$ cat src/rtl/fpu_ss_predecode_queue.sv
// Predecodes RISC-V F/D instruction words into offload flags and queues them with their IDs.
// Latency: 1 cycle from request handshake to response. There is no bypass path to the outputs.
// Backpressure: req_ready_o drops when the queue is full, and the head entry is held until rsp_ready_i.
module fpu_ss_predecode_queue #(
    parameter int unsigned DEPTH     = 4,
    parameter int unsigned RVD       = 0,
    parameter int unsigned ID_WIDTH  = 4,
    parameter int unsigned CNT_WIDTH = 16
) (
    input  logic                 clk_i,
    input  logic                 rst_i,
    input  logic                 flush_i,
    input  logic                 req_valid_i,
    output logic                 req_ready_o,
    input  logic [31:0]          req_instr_i,
    input  logic [ID_WIDTH-1:0]  req_id_i,
    output logic                 rsp_valid_o,
    input  logic                 rsp_ready_i,
    output logic                 rsp_accept_o,
    output logic                 rsp_writeback_o,
    output logic                 rsp_is_mem_op_o,
    output logic [2:0]           rsp_use_rs_o,
    output logic [ID_WIDTH-1:0]  rsp_id_o,
    output logic [CNT_WIDTH-1:0] accept_cnt_o,
    output logic [CNT_WIDTH-1:0] reject_cnt_o
);

    localparam int unsigned PTR_W = $clog2(DEPTH);
    localparam int unsigned OCC_W = PTR_W + 1;

    localparam logic [6:0] OPC_LOAD_FP  = 7'b0000111;
    localparam logic [6:0] OPC_STORE_FP = 7'b0100111;
    localparam logic [6:0] OPC_MADD     = 7'b1000011;
    localparam logic [6:0] OPC_MSUB     = 7'b1000111;
    localparam logic [6:0] OPC_NMSUB    = 7'b1001011;
    localparam logic [6:0] OPC_NMADD    = 7'b1001111;
    localparam logic [6:0] OPC_OP_FP    = 7'b1010011;
    localparam logic [6:0] OPC_SYSTEM   = 7'b1110011;

    typedef enum logic [2:0] {
        CLS_UNKNOWN,
        CLS_COMPUTE,
        CLS_F2I,
        CLS_I2F,
        CLS_MEM,
        CLS_CSR
    } cls_e;

    typedef struct packed {
        logic                accept;
        logic                writeback;
        logic                is_mem;
        logic [2:0]          use_rs;
        logic [ID_WIDTH-1:0] id;
    } entry_t;

    // Instruction fields
    logic [6:0]  opcode;
    logic [4:0]  funct5;
    logic [1:0]  fmt;
    logic [4:0]  rs2;
    logic [2:0]  funct3;
    logic [11:0] csr_addr;
    logic        fmt_ok;
    logic        mem_width_ok;
    logic        csr_is_fp;
    logic        unused_instr_bits;

    assign opcode   = req_instr_i[6:0];
    assign funct5   = req_instr_i[31:27];
    assign fmt      = req_instr_i[26:25];
    assign rs2      = req_instr_i[24:20];
    assign funct3   = req_instr_i[14:12];
    assign csr_addr = req_instr_i[31:20];

    // Double-precision formats and widths only exist when RVD is enabled.
    assign fmt_ok       = (fmt == 2'b00) || ((RVD != 0) && (fmt == 2'b01));
    assign mem_width_ok = (funct3 == 3'b010) || ((RVD != 0) && (funct3 == 3'b011));
    assign csr_is_fp    = (csr_addr == 12'h001) || (csr_addr == 12'h002) || (csr_addr == 12'h003);

    // rs1 and rd never influence classification.
    assign unused_instr_bits = ^{req_instr_i[19:15], req_instr_i[11:7]};

    cls_e   dec_cls;
    entry_t dec_entry;

    // Classify the incoming instruction word.
    always_comb begin
        dec_cls = CLS_UNKNOWN;
        unique case (opcode)
            OPC_LOAD_FP, OPC_STORE_FP: begin
                if (mem_width_ok) dec_cls = CLS_MEM;
            end
            OPC_MADD, OPC_MSUB, OPC_NMSUB, OPC_NMADD: begin
                if (fmt_ok) dec_cls = CLS_COMPUTE;
            end
            OPC_OP_FP: begin
                if (fmt_ok) begin
                    unique case (funct5)
                        5'b00000, 5'b00001, 5'b00010, 5'b00011: dec_cls = CLS_COMPUTE;
                        5'b01011: if (rs2 == 5'd0) dec_cls = CLS_COMPUTE;
                        5'b00100: if (funct3 <= 3'b010) dec_cls = CLS_COMPUTE;
                        5'b00101: if (funct3 <= 3'b001) dec_cls = CLS_COMPUTE;
                        5'b10100: if (funct3 <= 3'b010) dec_cls = CLS_F2I;
                        5'b11100: if ((rs2 == 5'd0) && (funct3 <= 3'b001)) dec_cls = CLS_F2I;
                        5'b11000: if (rs2[4:1] == 4'd0) dec_cls = CLS_F2I;
                        5'b11010: if (rs2[4:1] == 4'd0) dec_cls = CLS_I2F;
                        5'b11110: if ((rs2 == 5'd0) && (funct3 == 3'b000)) dec_cls = CLS_I2F;
                        default: dec_cls = CLS_UNKNOWN;
                    endcase
                end
            end
            OPC_SYSTEM: begin
                if (((funct3 == 3'b001) || (funct3 == 3'b010)) && csr_is_fp) begin
                    dec_cls = CLS_CSR;
                end else if ((funct3 == 3'b101) &&
                             ((csr_addr == 12'h001) || (csr_addr == 12'h002))) begin
                    // Immediate writes to frm/fflags only return the old value to the integer side.
                    dec_cls = CLS_F2I;
                end
            end
            default: dec_cls = CLS_UNKNOWN;
        endcase
    end

    // Translate the class into the flag set stored in the queue.
    always_comb begin
        dec_entry           = '0;
        dec_entry.id        = req_id_i;
        unique case (dec_cls)
            CLS_COMPUTE: dec_entry.accept = 1'b1;
            CLS_F2I: begin
                dec_entry.accept    = 1'b1;
                dec_entry.writeback = 1'b1;
            end
            CLS_I2F: begin
                dec_entry.accept = 1'b1;
                dec_entry.use_rs = 3'b001;
            end
            CLS_MEM: begin
                dec_entry.accept = 1'b1;
                dec_entry.is_mem = 1'b1;
                dec_entry.use_rs = 3'b001;
            end
            CLS_CSR: begin
                dec_entry.accept    = 1'b1;
                dec_entry.writeback = 1'b1;
                dec_entry.use_rs    = 3'b001;
            end
            default: dec_entry.accept = 1'b0;
        endcase
    end

    // Queue state
    entry_t             mem_q [DEPTH];
    logic [PTR_W-1:0]   wr_ptr_q, wr_ptr_d;
    logic [PTR_W-1:0]   rd_ptr_q, rd_ptr_d;
    logic [OCC_W-1:0]   occ_q, occ_d;
    logic               full, empty;
    logic               push, pop;

    assign full        = (occ_q == OCC_W'(DEPTH));
    assign empty       = (occ_q == '0);
    assign req_ready_o = !full;
    assign rsp_valid_o = !empty;

    // A flush cancels both the handshake write and the head retirement of its cycle.
    assign push = req_valid_i && req_ready_o && !flush_i;
    assign pop  = rsp_valid_o && rsp_ready_i && !flush_i;

    // Next-state pointers and occupancy.
    always_comb begin
        wr_ptr_d = wr_ptr_q;
        rd_ptr_d = rd_ptr_q;
        occ_d    = occ_q;
        if (flush_i) begin
            wr_ptr_d = '0;
            rd_ptr_d = '0;
            occ_d    = '0;
        end else begin
            if (push) wr_ptr_d = wr_ptr_q + PTR_W'(1);
            if (pop)  rd_ptr_d = rd_ptr_q + PTR_W'(1);
            if (push && !pop)      occ_d = occ_q + OCC_W'(1);
            else if (pop && !push) occ_d = occ_q - OCC_W'(1);
        end
    end

    // Pointer and occupancy registers; reset overrides flush, push and pop.
    always_ff @(posedge clk_i) begin
        if (rst_i) begin
            wr_ptr_q <= '0;
            rd_ptr_q <= '0;
            occ_q    <= '0;
        end else begin
            wr_ptr_q <= wr_ptr_d;
            rd_ptr_q <= rd_ptr_d;
            occ_q    <= occ_d;
        end
    end

    // Entry storage is written on a handshake; contents are don't-care while empty.
    always_ff @(posedge clk_i) begin
        if (push && !rst_i) mem_q[wr_ptr_q] <= dec_entry;
    end

    entry_t head;
    assign head            = mem_q[rd_ptr_q];
    assign rsp_accept_o    = head.accept;
    assign rsp_writeback_o = head.writeback;
    assign rsp_is_mem_op_o = head.is_mem;
    assign rsp_use_rs_o    = head.use_rs;
    assign rsp_id_o        = head.id;

    // Saturating statistics; only reset clears them, flush leaves them alone.
    logic [CNT_WIDTH-1:0] accept_cnt_q;
    logic [CNT_WIDTH-1:0] reject_cnt_q;

    always_ff @(posedge clk_i) begin
        if (rst_i) begin
            accept_cnt_q <= '0;
            reject_cnt_q <= '0;
        end else if (push) begin
            if (dec_entry.accept) begin
                if (accept_cnt_q != '1) accept_cnt_q <= accept_cnt_q + CNT_WIDTH'(1);
            end else begin
                if (reject_cnt_q != '1) reject_cnt_q <= reject_cnt_q + CNT_WIDTH'(1);
            end
        end
    end

    assign accept_cnt_o = accept_cnt_q;
    assign reject_cnt_o = reject_cnt_q;

endmodule
$ cat config.mk
export PLATFORM = sky130hd
export DESIGN_NAME = fpu_ss_predecode_queue
export DESIGN_NICKNAME = d
export VERILOG_FILES = /design/src/rtl/fpu_ss_predecode_queue.sv
export SDC_FILE = /design/constraint.sdc
export NUM_CORES = 1
export LEC_CHECK = 0
export ABC_AREA = 1
export BUFFER_PORTS_ARGS = -buffer_cell sky130_fd_sc_hd__buf_2
export CORE_MARGIN = 1.5
export CORE_UTILIZATION = 45
export DETAILED_ROUTE_END_ITERATION = 10
export PLACE_DENSITY = 0.66
export REMOVE_ABC_BUFFERS = 1
export SYNTH_ARGS = -nofsm -noshare
export SYNTH_HDL_FRONTEND = slang
export SYNTH_SLANG_ARGS = --single-unit
export TNS_END_PERCENT = 100
$ cat constraint.sdc
create_clock -name clk_i -period 3.1 [get_ports clk_i]
set_clock_uncertainty 0.1 [all_clocks]
set_input_delay 0.155 -clock clk_i [delete_from_list [all_inputs] [get_ports clk_i]]
set_output_delay 0.155 -clock clk_i [all_outputs]
set_load 0.01 [all_outputs]
==> qor.yml <==
sta:
  finalCritPeriodShare_pct: 77.0
  final_hold_viol_count: 0
  whs_ns: 0.0577
  tns_ns: 0
  max_freq_ghz: 0.419
  worst_slew_pin_slew_ns: 0.580
  maxSlewViolCount: 0
  relSlewSlack_pct: 61.3
  rsz0062_at_grt: "false"
  setup_viol: 0
  period_minus_slack_ns: 2.39
logic_synthesis:
  synth_top_area_cell: "edfxtp_1"
  synth_fa_ha_area_share_pct: 2.68
  synth_area_per_cell_um2: 7.81
  netlist_area_um2: 4020
  synth_cells: 515
  synth_compound_area_share_pct: 10.3
  synth_top_family_by_area: "simple AND/OR/NAND/NOR gates"
  synthSimpleGateAreaFrac_pct: 28.7
  synth.yosys.warnings: 0
  ys_types: 36
  synth-xor-area-share_pct: 5.44
  ys_seq_area_share_pct: 44.3
  synth-seq-cells: 73
  muxShareOfSynthArea_pct: 0
  synth_top_area_share_pct: 23.9
  synth_area_leaders: "edfxtp_1 24%, dfxtp_1 20%, nand2_1 8.4%, nor2_1 6.1%, nand3_1 5.6%"
place:
  port_buffers: 72
  place_congestion: 0.911
  hpwl_um: 6340
pwr:
  totalPowerFinal_mw: 1.96
  max-vdd-ir-drop_uv: 263
  p_leak_nw: 1.89
  power_density_nw_per_um2: 417
flow_run:
  cap_violations: 0
clocking:
  cts_buffer_depth: 2
  cts_tree: "yes"
  clkTransAtPathRegs_ns: 0.08
  htreeDepth: 3
  clock-sinks: 73
  numCtsBuffers: 9
  clkLatencyLatePin_ns: 0.35
  clock_tree.root_cell: "clkbuf_8"
drt:
  dr_total_vias: 3615
  final_antenna_net_count: 0
  drc_errors: 0
  drtIter0Drc: 144
  wl_per_cell_um: 12.5
  viasPerCell: 5.13
  drt_wl_total_um: 8820
  firstDrtPassIters: 5
die:
  design.core.area_um2: 8680
  die_y_um: 97.5
  io_pins: 85
  die_w_um: 97.5
  rows: 34
  dieArea_um2: 9510
  start_util_pct: 46.3
critical_path:
  arrival_ns: 2.53
  cp-start-kind: "register"
  cp.required_ns: 3.24
  cp-end-kind: "register"
  critPathMaxFanout: 15
  critical_path_class: "register to register"
global_route:
  grt_pass1_vias: 3382
  grt_usage_pct: 19.3
  grt_max_degree: 29
  grt.overflow.total: 0
  grt_pass1_wl_um: 15100
  antenna_found_initial: 0
worst_hold_path:
  hp-class: "primary input to register"
layout:
  drive_above_1_share_pct: 18.1
  final_nets: 641
  diodes: 0
  n_fill_cell: 836
  syn2layout_area_growth_pct: 17.1
  fin_util_pct: 54.3
outcome:
  outcome: "finished, final reports clean"
-- through the flow --
step / worst slack, ns / std cells / area (um2)
after detailed placement: 0.733 / 685 / 4460
after floorplan: 0.929 / 501 / 3930
after global routing: 0.490 / 705 / 4710
after global placement: 0.830 / 685 / 4460
final: 0.714 / 705 / 4710
after CTS: 0.717 / 705 / 4710
-- worst paths after layout --
path / from / endpoint / slack, ns / depth (start not counted)
worst max register to register: occ_q[0] / occ_q[2] / 0.71 / 11
worst max-delay path: occ_q[0] / occ_q[2] / 0.71 / 11
worst min-delay path: req_valid_i / wr_ptr_q[0] / 0.06 / 3
worst min register to register: rd_ptr_q[1] / rd_ptr_q[1] / 0.37 / 2
-- critical path, cell delays in order (launching register included) --
cell	delay, ns
dfxtp_1	0.41
inv_1	0.07
nand3_1	0.08
nand2_1	0.11
nor2_4	0.34
ha_1	0.21
inv_1	0.07
fa_1	0.38
a21oi_1	0.14
o21ai_0	0.12
o21ai_0	0.17
a21oi_1	0.06
-- per-layer routing --
| metal | wire, um | up-vias | global-route usage, % |
|---|---|---|---|
| met2 | 4250 | 73 | 32.2 |
| met4 | 135 | 0 | 7.47 |
| met1 | 4090 | 1656 | 24.9 |
| met5 | 0 | - | 0 |
| li1 | - | 1874 | - |
| met3 | 340 | 12 | 3.38 |
-- power breakdown --
group / total [mW] / switching (mW) / leakage [nW] / internal [mW]
registers: 1.02 / 0.00779 / 0.605 / 1.01
clock network: 0.806 / 0.357 / 0.106 / 0.449
logic: 0.142 / 0.0910 / 1.18 / 0.0506
-- synth_stat cells, drive strengths merged --
library cell,number
buf,9
nor3,16
nand3,46
nor4,6
o22ai,8
conb,1
fa,1
or2,1
a41oi,1
nor3b,1
clkbuf,6
a21oi,38
o211ai,1
nand4,17
edfxtp,32
inv,64
nand3b,3
a31oi,1
nand2,94
dfxtp,41
xnor2,6
o21ai,27
ha,7
nor2,69
xor2,19
-- repair_timing --
| action | CTS | global route |
|---|---|---|
| buffers inserted | 0 | 0 |
| resized for setup | 0 | 0 |
| hold buffers | 4 | 0 |
| endpoints found under the hold margin | 16 | 0 |
-- registers in the layout, summed over array words and instances, names as in the netlist, named ones only --
signal,count
rd_ptr_q,2
accept_cnt_o,16
wr_ptr_q,2
reject_cnt_o,16
mem_q,32
occ_q,3
-- placed cells by master, fill, tap and decap left out, drive strengths merged, types with 8 or more instances in the layout --
cell | netlist | layout
clkbuf | 6 | 10
edfxtp | 32 | 32
o21ai | 27 | 27
buf | 9 | 76
nand3 | 46 | 46
nand4 | 17 | 17
xor2 | 19 | 19
dfxtp | 41 | 41
nand2 | 94 | 94
nor2 | 69 | 69
nor3 | 16 | 16
o22ai | 8 | 8
inv | 64 | 64
a21oi | 38 | 38
-- logic make-up after synthesis --
| logic type | after synthesis |
|---|---|
| compound gates | 76 |
| xor+xnor | 25 |
| fa+ha+maj | 8 |
| buf+inv | 79 |
| flops | 73 |
| other cells | 1 |
| simple gates | 253 |
-- final cells by class --
cell class | count | area [um2] | area share [%]
clock buffers | 10 | 128 | 2.71
inverters | 64 | 248 | 5.26
flip-flops and latches | 73 | 1780 | 37.8
clock inverters | 6 | 82.6 | 1.75
repair buffers | 80 | 430 | 9.14
well taps | 108 | 135 | 2.87
multi-input cells | 364 | 1900 | 40.4
No activity file was read; power rests on OpenSTA's default activity.
